## src/rtl/dcf77_pkg.sv

```systemverilog
// Shared types and default thresholds for the DCF77 pulse decoder.
package dcf77_pkg;

    // Decoder FSM states.
    typedef enum logic [1:0] {
        StIdle = 2'd0,
        StHigh = 2'd1,
        StLow  = 2'd2
    } dcf_state_e;

    // Default thresholds, all in enable ticks (nominal 1 ms).
    localparam int unsigned DefGlitch  = 3;
    localparam int unsigned DefZeroMin = 60;
    localparam int unsigned DefZeroMax = 140;
    localparam int unsigned DefOneMin  = 160;
    localparam int unsigned DefOneMax  = 260;
    localparam int unsigned DefGapMin  = 1500;
    localparam int unsigned DefLossMax = 2500;
    localparam int unsigned DefCntW    = 12;

    // Bits per minute frame (seconds 0..58) and width of the bit index.
    localparam int unsigned FRAME_BITS = 59;
    localparam int unsigned IdxW       = 6;

    // Inclusive range test used by the width classifier.
    function automatic logic in_range(input int unsigned val, input int unsigned lo,
                                      input int unsigned hi);
        return (val >= lo) && (val <= hi);
    endfunction

endpackage

```

## src/rtl/dcf_pulse_decoder_if.sv

```systemverilog
// Bundles the tick/receiver inputs and the decoded bit/frame outputs of the decoder.
interface dcf_pulse_decoder_if;

    logic                               enable_in;
    logic                               dcf_in;
    logic                               bit_valid;
    logic                               bit_value;
    logic [dcf77_pkg::IdxW-1:0]         bit_index;
    logic                               minute_start;
    logic                               frame_valid;
    logic [dcf77_pkg::FRAME_BITS-1:0]   frame_data;
    logic                               error;
    logic                               signal_lost;

    // Decoder side: consumes tick and receiver level, produces decode results.
    modport master (
        input  enable_in,
        input  dcf_in,
        output bit_valid,
        output bit_value,
        output bit_index,
        output minute_start,
        output frame_valid,
        output frame_data,
        output error,
        output signal_lost
    );

    // Environment side: drives tick and receiver level, observes results.
    modport slave (
        output enable_in,
        output dcf_in,
        input  bit_valid,
        input  bit_value,
        input  bit_index,
        input  minute_start,
        input  frame_valid,
        input  frame_data,
        input  error,
        input  signal_lost
    );

endinterface

```

## src/rtl/dcf_glitch_filter.sv

```systemverilog
// Two-flop synchronizer followed by a tick-sampled persistence filter:
// the output level only follows the input after GLITCH consecutive ticks at the new level.
module dcf_glitch_filter #(
    parameter int unsigned GLITCH = 3
) (
    input  logic clock_5,
    input  logic reset,
    input  logic enable_in,
    input  logic din,
    output logic dout
);

    localparam int unsigned RunW = (GLITCH > 1) ? $clog2(GLITCH) : 1;
    localparam logic [RunW-1:0] RunLast = RunW'(GLITCH - 1);

    logic            sync1_q, sync2_q;
    logic            level_q, level_d;
    logic [RunW-1:0] run_q, run_d;

    // Synchronizer runs every clock; it carries no state worth resetting.
    always_ff @(posedge clock_5) begin
        sync1_q <= din;
        sync2_q <= sync1_q;
    end

    // Count consecutive ticks disagreeing with the current level; flip on the last one.
    always_comb begin
        level_d = level_q;
        run_d   = run_q;
        if (enable_in) begin
            if (sync2_q != level_q) begin
                if (run_q == RunLast) begin
                    level_d = ~level_q;
                    run_d   = '0;
                end else begin
                    run_d = run_q + 1'b1;
                end
            end else begin
                run_d = '0;
            end
        end
    end

    // Filter state register.
    always_ff @(posedge clock_5) begin
        if (reset) begin
            level_q <= 1'b0;
            run_q   <= '0;
        end else begin
            level_q <= level_d;
            run_q   <= run_d;
        end
    end

    assign dout = level_q;

endmodule

```

## src/rtl/dcf_pulse_decoder.sv

```systemverilog
// DCF77 pulse decoder: measures filtered pulse widths, classifies seconds as 0/1,
// spots the missing-second minute marker and assembles the 59-bit minute frame.
module dcf_pulse_decoder
    import dcf77_pkg::*;
#(
    parameter int unsigned GLITCH   = DefGlitch,
    parameter int unsigned ZERO_MIN = DefZeroMin,
    parameter int unsigned ZERO_MAX = DefZeroMax,
    parameter int unsigned ONE_MIN  = DefOneMin,
    parameter int unsigned ONE_MAX  = DefOneMax,
    parameter int unsigned GAP_MIN  = DefGapMin,
    parameter int unsigned LOSS_MAX = DefLossMax,
    parameter int unsigned CNT_W    = DefCntW
) (
    input logic                 clock_5,
    input logic                 reset,
    dcf_pulse_decoder_if.master bus
);

    localparam logic [CNT_W-1:0] CntMax  = '1;
    localparam logic [IdxW-1:0]  LastIdx = IdxW'(FRAME_BITS);

    logic filt;
    logic filt_prev_q, filt_prev_d;
    logic rise, fall;

    logic [CNT_W-1:0] cnt_q, cnt_d;
    logic             is_zero, is_one, gap_ok, loss_hit;

    dcf_state_e state_q, state_d;

    logic bit_valid_q, bit_valid_d;
    logic bit_value_q, bit_value_d;
    logic minute_start_q, minute_start_d;
    logic error_q, error_d;
    logic signal_lost_q, signal_lost_d;
    logic lost_set, lost_clr;

    logic [IdxW-1:0]       bit_index_q, bit_index_d;
    logic [FRAME_BITS-1:0] shadow_q, shadow_d;
    logic [FRAME_BITS-1:0] frame_data_q, frame_data_d;
    logic                  frame_valid_q, frame_valid_d;

    dcf_glitch_filter #(
        .GLITCH(GLITCH)
    ) u_filter (
        .clock_5  (clock_5),
        .reset    (reset),
        .enable_in(bus.enable_in),
        .din      (bus.dcf_in),
        .dout     (filt)
    );

    assign rise = filt & ~filt_prev_q;
    assign fall = ~filt & filt_prev_q;

    // Width counter: restart on any filtered edge (a coincident tick is dropped), else count ticks.
    always_comb begin
        filt_prev_d = filt;
        cnt_d       = cnt_q;
        if (rise || fall) begin
            cnt_d = '0;
        end else if (bus.enable_in && (cnt_q != CntMax)) begin
            cnt_d = cnt_q + 1'b1;
        end
    end

    assign is_zero  = in_range(32'(cnt_q), ZERO_MIN, ZERO_MAX);
    assign is_one   = in_range(32'(cnt_q), ONE_MIN, ONE_MAX);
    assign gap_ok   = 32'(cnt_q) >= GAP_MIN;
    assign loss_hit = 32'(cnt_q) >= LOSS_MAX;

    // FSM state register.
    always_ff @(posedge clock_5) begin
        if (reset) begin
            state_q <= StIdle;
        end else begin
            state_q <= state_d;
        end
    end

    // FSM next state; a rise in LOW takes priority over the loss timeout.
    always_comb begin
        state_d = state_q;
        unique case (state_q)
            StIdle: if (rise) state_d = StHigh;
            StHigh: if (fall) state_d = StLow;
            StLow: begin
                if (rise) begin
                    state_d = StHigh;
                end else if (loss_hit) begin
                    state_d = StIdle;
                end
            end
            default: state_d = StIdle;
        endcase
    end

    // FSM outputs: next values of the registered one-clock pulses and the loss flag.
    always_comb begin
        bit_valid_d    = 1'b0;
        bit_value_d    = 1'b0;
        minute_start_d = 1'b0;
        error_d        = 1'b0;
        lost_set       = 1'b0;
        lost_clr       = 1'b0;
        unique case (state_q)
            StIdle: if (rise) lost_clr = 1'b1;
            StHigh: begin
                if (fall) begin
                    if (is_zero) begin
                        bit_valid_d = 1'b1;
                    end else if (is_one) begin
                        bit_valid_d = 1'b1;
                        bit_value_d = 1'b1;
                    end else begin
                        error_d = 1'b1;
                    end
                end
            end
            StLow: begin
                if (rise) begin
                    minute_start_d = gap_ok;
                end else if (loss_hit) begin
                    error_d  = 1'b1;
                    lost_set = 1'b1;
                end
            end
            default: ;
        endcase
        signal_lost_d = lost_set | (signal_lost_q & ~lost_clr);
    end

    // Frame assembly: a marker publishes a complete shadow and restarts; bits past 59 are dropped.
    always_comb begin
        bit_index_d   = bit_index_q;
        shadow_d      = shadow_q;
        frame_data_d  = frame_data_q;
        frame_valid_d = 1'b0;
        if (minute_start_d) begin
            if (bit_index_q == LastIdx) begin
                frame_data_d  = shadow_q;
                frame_valid_d = 1'b1;
            end
            bit_index_d = '0;
            shadow_d    = '0;
        end else if (bit_valid_d && (bit_index_q < LastIdx)) begin
            shadow_d[bit_index_q] = bit_value_d;
            bit_index_d           = bit_index_q + 1'b1;
        end
    end

    // Datapath and output registers.
    always_ff @(posedge clock_5) begin
        if (reset) begin
            filt_prev_q    <= 1'b0;
            cnt_q          <= '0;
            bit_valid_q    <= 1'b0;
            bit_value_q    <= 1'b0;
            minute_start_q <= 1'b0;
            error_q        <= 1'b0;
            signal_lost_q  <= 1'b0;
            bit_index_q    <= '0;
            shadow_q       <= '0;
            frame_data_q   <= '0;
            frame_valid_q  <= 1'b0;
        end else begin
            filt_prev_q    <= filt_prev_d;
            cnt_q          <= cnt_d;
            bit_valid_q    <= bit_valid_d;
            bit_value_q    <= bit_value_d;
            minute_start_q <= minute_start_d;
            error_q        <= error_d;
            signal_lost_q  <= signal_lost_d;
            bit_index_q    <= bit_index_d;
            shadow_q       <= shadow_d;
            frame_data_q   <= frame_data_d;
            frame_valid_q  <= frame_valid_d;
        end
    end

    assign bus.bit_valid    = bit_valid_q;
    assign bus.bit_value    = bit_value_q;
    assign bus.bit_index    = bit_index_q;
    assign bus.minute_start = minute_start_q;
    assign bus.frame_valid  = frame_valid_q;
    assign bus.frame_data   = frame_data_q;
    assign bus.error        = error_q;
    assign bus.signal_lost  = signal_lost_q;

endmodule
```

## src/flat_wrapper.sv

```systemverilog
// flat-port wrapper written by rule: the top's interface ports become plain ports
module dcf_pulse_decoder_flat import dcf77_pkg::*;
#(
    parameter int unsigned GLITCH   = DefGlitch,
    parameter int unsigned ZERO_MIN = DefZeroMin,
    parameter int unsigned ZERO_MAX = DefZeroMax,
    parameter int unsigned ONE_MIN  = DefOneMin,
    parameter int unsigned ONE_MAX  = DefOneMax,
    parameter int unsigned GAP_MIN  = DefGapMin,
    parameter int unsigned LOSS_MAX = DefLossMax,
    parameter int unsigned CNT_W    = DefCntW
)
  (clock_5, reset, bus_enable_in, bus_dcf_in, bus_bit_valid, bus_bit_value, bus_bit_index, bus_minute_start, bus_frame_valid, bus_frame_data, bus_error, bus_signal_lost);
  dcf_pulse_decoder_if bus_i ();
  input logic clock_5;
  input logic reset;
  input wire logic [$bits(bus_i.enable_in)-1:0] bus_enable_in;
  input wire logic [$bits(bus_i.dcf_in)-1:0] bus_dcf_in;
  output wire logic [$bits(bus_i.bit_valid)-1:0] bus_bit_valid;
  output wire logic [$bits(bus_i.bit_value)-1:0] bus_bit_value;
  output wire logic [$bits(bus_i.bit_index)-1:0] bus_bit_index;
  output wire logic [$bits(bus_i.minute_start)-1:0] bus_minute_start;
  output wire logic [$bits(bus_i.frame_valid)-1:0] bus_frame_valid;
  output wire logic [$bits(bus_i.frame_data)-1:0] bus_frame_data;
  output wire logic [$bits(bus_i.error)-1:0] bus_error;
  output wire logic [$bits(bus_i.signal_lost)-1:0] bus_signal_lost;
  assign bus_i.enable_in = bus_enable_in;
  assign bus_i.dcf_in = bus_dcf_in;
  assign bus_bit_valid = bus_i.bit_valid;
  assign bus_bit_value = bus_i.bit_value;
  assign bus_bit_index = bus_i.bit_index;
  assign bus_minute_start = bus_i.minute_start;
  assign bus_frame_valid = bus_i.frame_valid;
  assign bus_frame_data = bus_i.frame_data;
  assign bus_error = bus_i.error;
  assign bus_signal_lost = bus_i.signal_lost;
  dcf_pulse_decoder #(.GLITCH(GLITCH), .ZERO_MIN(ZERO_MIN), .ZERO_MAX(ZERO_MAX), .ONE_MIN(ONE_MIN), .ONE_MAX(ONE_MAX), .GAP_MIN(GAP_MIN), .LOSS_MAX(LOSS_MAX), .CNT_W(CNT_W)) u_core (.clock_5(clock_5), .reset(reset), .bus(bus_i));
endmodule
```

## config.mk

```make
export PLATFORM = sky130hd
export DESIGN_NAME = dcf_pulse_decoder_flat
export DESIGN_NICKNAME = d
export VERILOG_FILES = /design/src/rtl/dcf77_pkg.sv /design/src/rtl/dcf_pulse_decoder_if.sv /design/src/rtl/dcf_glitch_filter.sv /design/src/rtl/dcf_pulse_decoder.sv /design/src/flat_wrapper.sv
export SDC_FILE = /design/constraint.sdc
export NUM_CORES = 1
export LEC_CHECK = 0
export CAP_MARGIN = 10
export CORE_ASPECT_RATIO = 1.75
export CORE_UTILIZATION = 42
export CTS_CLUSTER_DIAMETER = 150
export DETAILED_ROUTE_END_ITERATION = 12
export GPL_TIMING_DRIVEN = 0
export SLEW_MARGIN = 20
export SYNTH_ARGS = -nofsm -noshare
export SYNTH_HDL_FRONTEND = slang
export SYNTH_SLANG_ARGS = --single-unit
```

## constraint.sdc

```tcl
create_clock -name clock_5 -period 2.4 [get_ports clock_5]
set_clock_uncertainty 0.15 [all_clocks]
set_input_delay 0.24 -clock clock_5 [delete_from_list [all_inputs] [get_ports clock_5]]
set_output_delay 0.24 -clock clock_5 [all_outputs]
set_load 0.01 [all_outputs]
```

# Yosys cells after proc, flatten, opt, wreduce, memory -nomap -nowiden
# Index checks and enable logic that the tools add are counted.
# totals
register_bits	150
latchBits	0
ram_bits	0
rom_bits	0
input_bits	4
output_inout_bits	71
word_cells	87
n_memories	0
# classes
add_sub_neg	3
multipliers	0
n_div	0
magnitude_cmp	9
n_eq_ne	9
n_shift	0
n_mux	29
bitwise	8
reduce_logical	13
# ops
cell	n
bitwise mux 59 bit	1
two-way mux 1 bit	19
adder 12 x 1 -> 12 bit (second input constant)	1
>= comparator 12 x 11 -> 1 bit (second input constant)	1
>= comparator 12 bit (second input constant)	1
>= comparator 12 x 6 -> 1 bit (second input constant)	1
>= comparator 12 x 8 -> 1 bit (second input constant)	1
<= comparator 12 x 8 -> 1 bit (second input constant)	1
<= comparator 12 x 9 -> 1 bit (second input constant)	1
two-way mux 2 bit	6
inequality test 12 bit (second input constant)	1
< comparator 6 x 7 -> 1 bit (second input constant)	1
adder 6 x 1 -> 6 bit (second input constant)	1
demux 1 bit (select 6 bit)	1
== test 6 bit (second input constant)	1
>= comparator 6 x 1 -> 1 bit (second input constant)	1
< comparator 6 bit (second input constant)	1
case mux 2 bit (3 select lines)	1
AND reduction 3 bit	2
OR reduction 2 bit	3
logical AND 1 bit	5
== test 2 bit (second input constant)	2
inequality test 2 x 1 -> 1 bit (second input constant)	2
NOT 1 bit	4
other kinds (10)	12

# Longest topological paths before layout
# Gate-level depths: netlist of run 1.
# logic_depth
depth_word	7
mapped_depth	9
ltp_nobuf	7

# Modules after synthesis
# Synthesis of run 1 repeated with hierarchy kept, for this count alone.
# unflattened
hier_cells	735
hier_area_um2	6830.3
# by_module_without_submodules
module	instances	cells_each	area_each_um2	seq_area_each_um2
dcf_pulse_decoder	1	719	6645.1	2902.8
dcf_glitch_filter	1	16	185.2	100.1

# Least setup slack after synthesis of run 1
# No wires, ideal clock.
# synth_path
path_type	register to register
startpoint	reg u_core.u_filter.level_q (netlist: u_core.u_filter.dout)
endpoint	reg u_core.shadow_q[17]
setup_ps	132
arrival_time_ps	1769
required_time_ps	2118
path_slack_ps	348
path_stages_with_launch	8
path_buffers	0
cell_sequence	dfxtp_1 -> inv_1 -> ha_1 -> nand2_1 -> or4_4 -> nand4bb_1 -> o21ai_0 -> a21oi_1
# synth_between
elab_chain_cells	5
word_cells_on_any_way	12
classes_between	mux: 7; bitwise: 3; reduce/logical: 2
# synth_lines
element	line	text
from (decl)	dcf_glitch_filter.sv:17	logic level_q, level_d;
from (signal assigned)	dcf_glitch_filter.sv:50	level_q <= level_d;
NOT 1 bit	dcf_pulse_decoder.sv:55	assign fall = ~filt & filt_prev_q;
bitwise AND 1 bit	dcf_pulse_decoder.sv:55	
two-way mux 1 bit	dcf_pulse_decoder.sv:110	if (fall) begin
two-way mux 1 bit	dcf_pulse_decoder.sv:107	unique case (state_q)
bitwise mux 59 bit or logical AND 1 bit (tied branches)	dcf_pulse_decoder.sv:148, dcf_pulse_decoder.sv:147	
to (signal assigned)	dcf_pulse_decoder.sv:176	shadow_q <= shadow_d;
to (decl)	dcf_pulse_decoder.sv:40	logic [FRAME_BITS-1:0] shadow_q, shadow_d;
# Several ways; a longest one is shown, not always the timed one.
# A chain may end at the register's enable or synchronous reset.

# Worst setup path in the final report of run 1
# layout_path
startpoint	reg u_core.bit_index_q[1] (netlist: u_core.bus.bit_index[1])
endpoint	reg u_core.shadow_q[50]
# layout_between
elab_chain_cells	5
word_cells_on_any_way	8
classes_between	order compare: 3; mux: 3; reduce/logical: 2
# layout_lines
element	line	text
from (decl)	dcf_pulse_decoder.sv:39	logic [IdxW-1:0] bit_index_q, bit_index_d;
from (signal assigned)	dcf_pulse_decoder.sv:175	bit_index_q <= bit_index_d;
< comparator 6 x 7 -> 1 bit (not written as such) or >= comparator 6 x 1 -> 1 bit (tied branches)	dcf_pulse_decoder.sv:148	shadow_d[bit_index_q] = bit_value_d;
logical AND 1 bit (not written as such)	dcf_pulse_decoder.sv:148	
two-way mux 1 bit (not written as such)	dcf_pulse_decoder.sv:148	
demux 1 bit (select 6 bit)	-	
bitwise mux 59 bit	dcf_pulse_decoder.sv:148	
# Several ways; a longest one is shown, not always the timed one.

==> impl_table.tex, run 1 <==
\begin{tabular}{lr}
\hline
Metric & Value \\
\hline
\multicolumn{2}{l}{\textbf{Floorplan}} \\
Count of standard-cell rows & 58 \\
Width of the chip & 94.5 µm \\
Overall die height & 164 µm \\
Top-level port count & 75 \\
Std-Cell Core Area & 0.0145 mm² \\
Initial Utilization & 0.433 \\
Area of the die & 0.0155 mm² \\
\multicolumn{2}{l}{\textbf{Yosys}} \\
Number of enable flip-flop cells after synthesis & 0 \\
Most repeated cell in the gate-level netlist after synthesis & dfxtp\_1 \\
Count of warnings emitted by yosys & 0 \\
Post-synth top area cell & dfxtp\_1 \\
Synthesized instance count & 713 \\
Synthesized netlist net count & 726 \\
Post-synthesis average cell area & 8.82 µm² \\
Share of synthesized area occupied by flip-flops and latches & 0.478 \\
Most area-consuming cells after synthesis & dfxtp\_1 48\%, mux2i\_1 11\%, a21oi\_1 5.6\% \\
Async set or reset register ratio after synthesis & 0 \\
Yosys reg bits & 150 \\
Distinct cell type count of the synthesized netlist & 57 \\
Cell area after synthesis & 0.00629 mm² \\
Area share of the largest cell type after synthesis & 0.478 \\
Most instantiated cells after synthesis & 150 x dfxtp\_1, 92 x nor2\_1, 70 x a21oi\_1, 66 x mux2i\_1, 62 x nand2\_1 \\
Ys flop type & dfxtp\_1 \\
\multicolumn{2}{l}{\textbf{Route}} \\
Antenna Nets Post-Route & 0 \\
Vias per inst & 5.59 \\
Initial DRC Count & 326 \\
Drc violations & 0 \\
Wire length per cell & 17.5 µm \\
Total via count after detailed routing & 5,649 \\
DR pass1 iterations & 5 \\
Post-Route WL & 17.7 mm \\
\multicolumn{2}{l}{\textbf{Status}} \\
Run status & finished, final reports clean \\
\multicolumn{2}{l}{\textbf{Placed design}} \\
Routability-driven placement congestion ratio & 0.838 \\
Placed instance count & 966 \\
\# port buffers & 73 \\
Detailed placer's ending HPWL & 12.4 mm \\
\multicolumn{2}{l}{\textbf{Critical path}} \\
Cell-by-cell trace of the critical path & clkbuf\_1 > nand3\_1 > nor2\_4 > nand3\_1 > a21oi\_1 \\
Worst Path Class, Setup & flop to flop \\
CP max FO & 9 \\
Slowest cell delay on critical path & 590 ps \\
Startpoint of the worst-slack reg-to-reg timing path & u\_core.bus.bit\_index[1] \\
Launch point of the worst path & u\_core.bus.bit\_index[1] \\
Kind of capture point of the worst setup path & flop \\
Endpoint arrival time on the critical path & 2530 ps \\
Cell mode on critical path & nand3\_1 \\
CP max-delay cell & nand3\_1 \\
Data required time of the critical path & 2600 ps \\
Startpoint Class & flop \\
\multicolumn{2}{l}{\textbf{Clock network}} \\
Worst-case clock buffer depth & 2 \\
Number of buffers inserted by hold repair at cts & 0 \\
Count of clock tree sinks & 150 \\
Num CTS Buffers & 17 \\
Clock slew at the register clock pins of the worst setup and hold paths & 60 ps \\
Maximum level of the CTS H-tree & 4 \\
TritonCTS clock tree & done \\
Cell at the root of the clock tree & clkbuf\_16 \\
Clock latency reported for the late side of the worst-skew pair & 420 ps \\
\multicolumn{2}{l}{\textbf{Pwr}} \\
Max VDD drop & 0.000434 V \\
Switching power summed over all nets & 1.19 mW \\
Internal power & 4.53 mW \\
Clock network fraction of total power & 0.543 \\
Leakage power & 3.22 nW \\
Overall power after layout & 5.72 mW \\
Part of the power in combinational logic & 0.019 \\
Switching share of total power & 0.208 \\
Part of the total power dissipated in sequential elements & 0.438 \\
Power density over the cells & 702 mW/mm² \\
\multicolumn{2}{l}{\textbf{STA}} \\
Final Max Tran Viols & 0 \\
Tightest slew margin relative to the limit & 0.483 \\
Fin crit period & 2330 ps \\
Fmax achieved & 0.429 GHz \\
Count of final setup violators & 0 \\
RSZ-0062 raised after global routing & yes \\
Worst Max-Slew Pin Slew & 771 ps \\
Final Hold Violating Endpoints & 0 \\
Share of the clock period used by the worst path after layout & 0.972 \\
\multicolumn{2}{l}{\textbf{Cells and area}} \\
Total area of multi-input combinational cells & 0.00309 mm² \\
Area growth from synthesis to layout & 29.6\% \\
Number of nets in the layout & 831 \\
Proportion of layout cells with a drive suffix above 1 & 0.113 \\
Filler cell count & 1,359 \\
Number of antenna diodes & 0 \\
Sequential cell area in the final layout & 0.00300 mm² \\
Final cell count without fillers & 1,011 \\
\multicolumn{2}{l}{\textbf{Global routing}} \\
Vias in the first global route & 5,422 \\
Total GRT Usage & 0.237 \\
Initial antenna violation count & 0 \\
Final global-route overflow total & 0 \\
Pin count of the biggest net entering global routing & 17 \\
Global-route wire length before repair & 27.5 mm \\
\multicolumn{2}{l}{\textbf{Job}} \\
MaxCap Viol Count & 0 \\
\multicolumn{2}{l}{\textbf{Hold path}} \\
Hold wc startpoint & reset \\
Hold crit path type & primary input to flop \\
\hline
\end{tabular}
final timing paths:
check | end | slack, ps | cells past startpoint
max | u_core.shadow_q[50] | 70 | 5
min | u_core.bus.minute_start | 70 | 2
max reg2reg | u_core.shadow_q[50] | 70 | 5
min reg2reg | u_core.u_filter.sync2_q | 180 | 0
final cells by class:
type,instances,share of cell area
tap,180,0.0276
clock buffer,19,0.0544
timing repair buffer,86,0.103
clock inverter,13,0.0298
multi-input combinational,496,0.379
buffer,52,0.0301
sequential,150,0.369
inverter,15,0.00691
power groups by stage:
stage	Sequential [mW]	Clock [mW]	Combinational [mW]
2_1_floorplan	2.56	0	0.0745
3_5_place_dp	2.56	0	0.109
5_1_grt	2.51	3.24	0.122
4_1_cts	2.51	3.14	0.110
6_report	2.51	3.10	0.111
3_3_place_gp	2.56	0	0.105
critical path: cells and delay by family, from the launching register on:
kind            cells  cell delay (ps)
simple gates        3             1220
flops               1              360
buf+inv             1              360
compound gates      1              160
stage by stage:
step	area (µm²)	hold WS (ps)	worst slack [ps]	setup TNS, ps	util
finish	8150	74.5	68.4	0	0.561
global route	8150	89.9	-18.1	-32.4	0.561
CTS	8050	81.8	16.8	0	0.554
detailed placement	7250	168	-304	-7720	0.499
global placement	7240	169	-271	-6030	0.499
floorplan	6290	118	348	0	-
cells in the final DEF, fill, tap and decap left out, types with 15 or more instances in the layout:
| cell type | synthesis | final |
|---|---|---|
| o31ai_1 | 24 | 23 |
| a21oi_1 | 70 | 69 |
| nand3_1 | 46 | 45 |
| clkbuf_1 | 36 | 30 |
| inv_1 | 15 | 15 |
| nor2_1 | 92 | 91 |
| clkbuf_16 | 0 | 17 |
| nand2_1 | 62 | 60 |
| dfxtp_1 | 150 | 150 |
| buf_4 | 3 | 17 |
| clkdlybuf4s50_1 | 0 | 73 |
| mux2i_1 | 66 | 66 |
| o21ai_0 | 42 | 36 |
per-layer routing:
metal / track usage / vias up / part of all wire
li1: - / 2710 / -
met1: 0.267 / 2686 / 0.40
met2: 0.407 / 192 / 0.51
met3: 0.0486 / 61 / 0.045
met4: 0.134 / 0 / 0.047
met5: 0 / - / 0
logic make-up (layout without fill, tap and decap cells):
| family | after synthesis | count (layout) | synth area share |
|---|---|---|---|
| AO/OA/AOI/OAI | 159 | 159 | 0.155 |
| AND/OR/NAND/NOR | 251 | 251 | 0.184 |
| multiplexers | 67 | 67 | 0.107 |
| flip-flops | 150 | 150 | 0.478 |
| adder cells (fa/ha/maj) | 9 | 9 | 0.0179 |
| XOR/XNOR | 10 | 10 | 0.0139 |
| buffers and inverters | 67 | 185 | 0.0454 |
registers in the layout, indices dropped and copies added, names as in the netlist, 2 cells and up:
name and flops:
u_core.shadow_q 59, u_core.cnt_q 12, u_core.u_filter.run_q 2, u_core.state_q 2, u_core.bus.bit_index 6, u_core.bus.frame_data 59
timing repair:
item                                   CTS  global route
resized for setup                       10            31
setup buffers                            6             7
setup endpoints to repair               50            75
pin swaps                                5             4
endpoints found under the hold margin    0             0
(Power assumes the default switching activity.)
==> inputs of run 2 (changes only) <==
SYNTH_HIERARCHICAL = 1   (was not set)
==> run 2 against run 1 <==
  * The run now ends with design-rule violations left
  * Clock power fell by 3%
  * Count of clock-buffer cells in the layout did not move
  * Cell count rose by 1.8%
  * Die area rose by 8.5%
  * Combinational power fell by 17%
  * Via count fell by 3.3%
  * Fmax rose by 2.0%
  * Critical endpoint is now u_core/shadow_q[25]
  * Sequential share of layout area fell by 1.6 points
==> impl_table.tex, run 2 <==
\begin{tabular}{lr}
\hline
Metric & Value \\
\hline
\multicolumn{2}{l}{\textbf{Yosys}} \\
Synthesized instance count & 735 (+3.1\%) \\
Most instantiated cells after synthesis & 150 x dfxtp\_1, 138 x nor2\_1, 117 x mux2i\_1, 67 x nand2\_1, 23 x o21ai\_2 \\
Yosys reg bits & 150 (unchanged) \\
Distinct cell type count of the synthesized netlist & 65 (+14\%) \\
Cell area after synthesis & 0.00683 mm² (+8.7\%) \\
Most area-consuming cells after synthesis & dfxtp\_1 44\%, mux2i\_1 17\%, nor2\_1 7.6\% \\
Synthesized netlist net count & 748 (+3.0\%) \\
Most repeated cell in the gate-level netlist after synthesis & dfxtp\_1 \\
Number of enable flip-flop cells after synthesis & 0 (unchanged) \\
Area share of the largest cell type after synthesis & 0.440 (-0.0381) \\
Ys flop type & dfxtp\_1 \\
Post-synthesis average cell area & 9.29 µm² (+5.4\%) \\
Async set or reset register ratio after synthesis & 0 (unchanged) \\
Count of warnings emitted by yosys & 6 (+6) \\
Post-synth top area cell & dfxtp\_1 \\
Share of synthesized area occupied by flip-flops and latches & 0.440 (-0.0381) \\
\multicolumn{2}{l}{\textbf{Hold path}} \\
Hold crit path type & primary input to flop \\
Number of cells traversed by the worst hold path & 1 (-1) \\
End point of the worst hold path & u\_core/u\_filter/sync1\_q \\
Hold wc startpoint & bus\_dcf\_in \\
\multicolumn{2}{l}{\textbf{Clock network}} \\
TritonCTS clock tree & done \\
Worst-case clock buffer depth & 2 (unchanged) \\
Cell at the root of the clock tree & clkbuf\_16 \\
Count of clock tree sinks & 150 (unchanged) \\
Clock latency reported for the late side of the worst-skew pair & 420 ps (about the same) \\
Clock slew at the register clock pins of the worst setup and hold paths & 60 ps (about the same) \\
Number of buffers inserted by hold repair at cts & 0 (unchanged) \\
Maximum level of the CTS H-tree & 4 (unchanged) \\
Num CTS Buffers & 17 (unchanged) \\
\multicolumn{2}{l}{\textbf{Floorplan}} \\
Top-level port count & 75 (unchanged) \\
Area of the die & 0.0168 mm² (+8.5\%) \\
Initial Utilization & 0.430 (-0.00285) \\
Std-Cell Core Area & 0.0159 mm² (+9.4\%) \\
Width of the chip & 98.4 µm (+4.1\%) \\
Overall die height & 171 µm (+4.2\%) \\
Count of standard-cell rows & 61 (+5.2\%) \\
\multicolumn{2}{l}{\textbf{STA}} \\
Worst Max-Slew Pin Slew & 791 ps (+19.7 ps) \\
Final Max Tran Viols & 0 (unchanged) \\
Fmax achieved & 0.437 GHz (+2.0\%) \\
Final Hold Violating Endpoints & 0 (unchanged) \\
Minimum hold slack & 115 ps (+40.4 ps) \\
Fin worst setup slack & 114 ps (+45.1 ps) \\
Count of final setup violators & 0 (unchanged) \\
Tightest slew margin relative to the limit & 0.473 (-0.0104) \\
Share of the clock period used by the worst path after layout & 0.953 (-0.0188) \\
Fin crit period & 2290 ps (-45.1 ps) \\
\multicolumn{2}{l}{\textbf{Cells and area}} \\
Number of nets in the layout & 842 (+1.3\%) \\
Area growth from synthesis to layout & 24.7\% \\
Proportion of layout cells with a drive suffix above 1 & 0.139 (+0.0262) \\
Most used cells in the layout excluding fill and tap cells & 147 x dfxtp\_1, 138 x nor2\_1, 117 x mux2i\_1 \\
Filler cell count & 1,477 (+8.7\%) \\
Leading cell type in the layout, fill and taps excluded & dfxtp\_1 \\
Number of antenna diodes & 0 (unchanged) \\
\multicolumn{2}{l}{\textbf{Global routing}} \\
Vias in the first global route & 5,481 (+1.1\%) \\
Final global-route overflow total & 0 (unchanged) \\
Global-route wire length before repair & 26.8 mm (-2.3\%) \\
Initial antenna violation count & 0 (unchanged) \\
Pin count of the biggest net entering global routing & 17 (unchanged) \\
Total GRT Usage & 0.204 (-0.0327) \\
\multicolumn{2}{l}{\textbf{Route}} \\
Wire length per cell & 16.2 µm (-7.9\%) \\
Post-Route WL & 16.6 mm (-6.2\%) \\
Antenna Nets Post-Route & 0 (unchanged) \\
Initial DRC Count & 387 (+19\%) \\
Vias per inst & 5.31 (-5.0\%) \\
Drc violations & 1 (+1) \\
DR pass1 iterations & 11 (+6) \\
Total via count after detailed routing & 5,462 (-3.3\%) \\
\multicolumn{2}{l}{\textbf{Critical path}} \\
Data required time of the critical path & 2590 ps (about the same) \\
Endpoint arrival time on the critical path & 2480 ps (-50 ps) \\
Reg2Reg Depth & 9 (+4) \\
Cell-by-cell trace of the critical path & inv\_1 > ha\_1 > and3b\_4 > o41ai\_4 > and4b\_2 > buf\_6 > buf\_6 > o21ai\_1 > mux2i\_1 \\
CP max-delay cell & dfxtp\_1 \\
R2R Path End & u\_core/shadow\_q[25] \\
Setup slack, reg-to-reg & 110 ps (+50 ps) \\
Worst Path Class, Setup & flop to flop \\
Cell mode on critical path & buf\_6 \\
Kind of capture point of the worst setup path & flop \\
Startpoint Class & flop \\
Startpoint of the worst-slack reg-to-reg timing path & u\_core/cnt\_q[1] \\
CP max FO & 10 (+1) \\
Slowest cell delay on critical path & 400 ps (-190 ps) \\
\multicolumn{2}{l}{\textbf{Status}} \\
Run status & finished, violations left \\
Violated checks & design-rule violations \\
\multicolumn{2}{l}{\textbf{Placed design}} \\
Detailed placer's ending HPWL & 11.9 mm (-3.7\%) \\
\# port buffers & 74 (+1.4\%) \\
Dpl ws & -263 ps (+41.8 ps) \\
Routability-driven placement congestion ratio & 0.838 (about the same) \\
\multicolumn{2}{l}{\textbf{Job}} \\
MaxCap Viol Count & 0 (unchanged) \\
\multicolumn{2}{l}{\textbf{Pwr}} \\
Max VDD drop & 0.000585 V (+35\%) \\
Leakage power & 3.82 nW (+19\%) \\
Power density over the cells & 658 mW/mm² (-6.4\%) \\
\hline
\end{tabular}
==> run 2: cell types whose count changed after synthesis, sizes merged, moves of 4 or more <==
cell,delta
o31ai,-23
o21ai,+14
o211a,+8
nor2,+45
clkbuf,-16
nand2b,+5
a31oi,+8
nand3,-36
a21oi,-68
buf,+23
nand2,+4
nor3b,+4
mux2i,+51
==> run 2: area by class of cell <==
class / instances / area [µm²] / area share
Tap cell: 189 / 236 / 0.0278
Multi-Input combinational cell: 509 / 3410 / 0.400
Clock inverter: 11 / 224 / 0.0263
Sequential cell: 150 / 3010 / 0.353
Buffer: 59 / 393 / 0.0461
Timing Repair Buffer: 75 / 748 / 0.0878
Clock buffer: 19 / 443 / 0.0520
Inverter: 17 / 63.8 / 0.00749
==> run 2: worst max-delay path, delay by kind of cell (launching register included) <==
family / cells / cell delay [ps]
AO/OA/AOI/OAI: 2 / 250
adder cells (fa/ha/maj): 1 / 200
buffers and inverters: 3 / 390
flip-flops: 1 / 400
multiplexers: 1 / 220
AND/OR/NAND/NOR: 2 / 600
==> run 2: repair_timing <==
action | in CTS | in global routing
pin swaps | 0 | 1
buffers inserted | 1 | 0
gates cloned | 0 | 0
resized for setup | 0 | 11
setup endpoints to repair | 59 | 77
==> run 2: metrics by stage <==
stage	std cells	area [µm²]	utilization	TNS (ps)	total power, mW
floorplan	735	6830	-	0	2.62
CTS	1029	8480	0.534	0	5.65
global route	1029	8520	0.537	-0.349	5.78
detailed placement	998	7810	0.492	-5360	2.65
global placement	998	7810	0.492	-10240	2.65
finish	1029	8520	0.537	0	5.60
==> run 2: kinds of logic (layout without fill, tap and decap cells) <==
group / after synthesis / count (layout) / synth area share
DFF: 150 / 150 / 0.440
buffers and inverters: 76 / 181 / 0.0652
xor gates and xnor gates: 10 / 10 / 0.0128
AOI/OAI and AO/OA: 101 / 101 / 0.112
muxes: 117 / 117 / 0.171
and+or+nand+nor: 272 / 272 / 0.182
adders and majority gates: 9 / 9 / 0.0165
==> run 2: power breakdown <==
| part | internal (mW) | switching (mW) | leakage [nW] |
|---|---|---|---|
| combinational | 0.0280 | 0.0642 | 2.29 |
| clock | 1.98 | 1.03 | 0.324 |
| sequential | 2.50 | 0.00631 | 1.21 |
==> run 2: worst max path at each step <==
stage	slack, ps	endpoint	from
after detailed placement	-260	u_core/bus.frame_data[45]	u_core/bus.bit_index[4]
final	110	u_core/shadow_q[25]	u_core/cnt_q[1]
after CTS	2	u_core/shadow_q[48]	u_core/bus.bit_index[0]
after global routing	-0.3	u_core/shadow_q[12]	u_core/cnt_q[1]
after global placement	-330	u_core/bus.frame_data[43]	u_core/bus.bit_index[4]
after floorplan	410	u_core/shadow_q[17]	u_core/cnt_q[0]
==> run 2: metal layers <==
layer | track usage | wire (µm)
met1 | 0.223 | 6770
met2 | 0.378 | 8880
met3 | 0.0384 | 531
met4 | 0.0934 | 441
met5 | 0 | 0
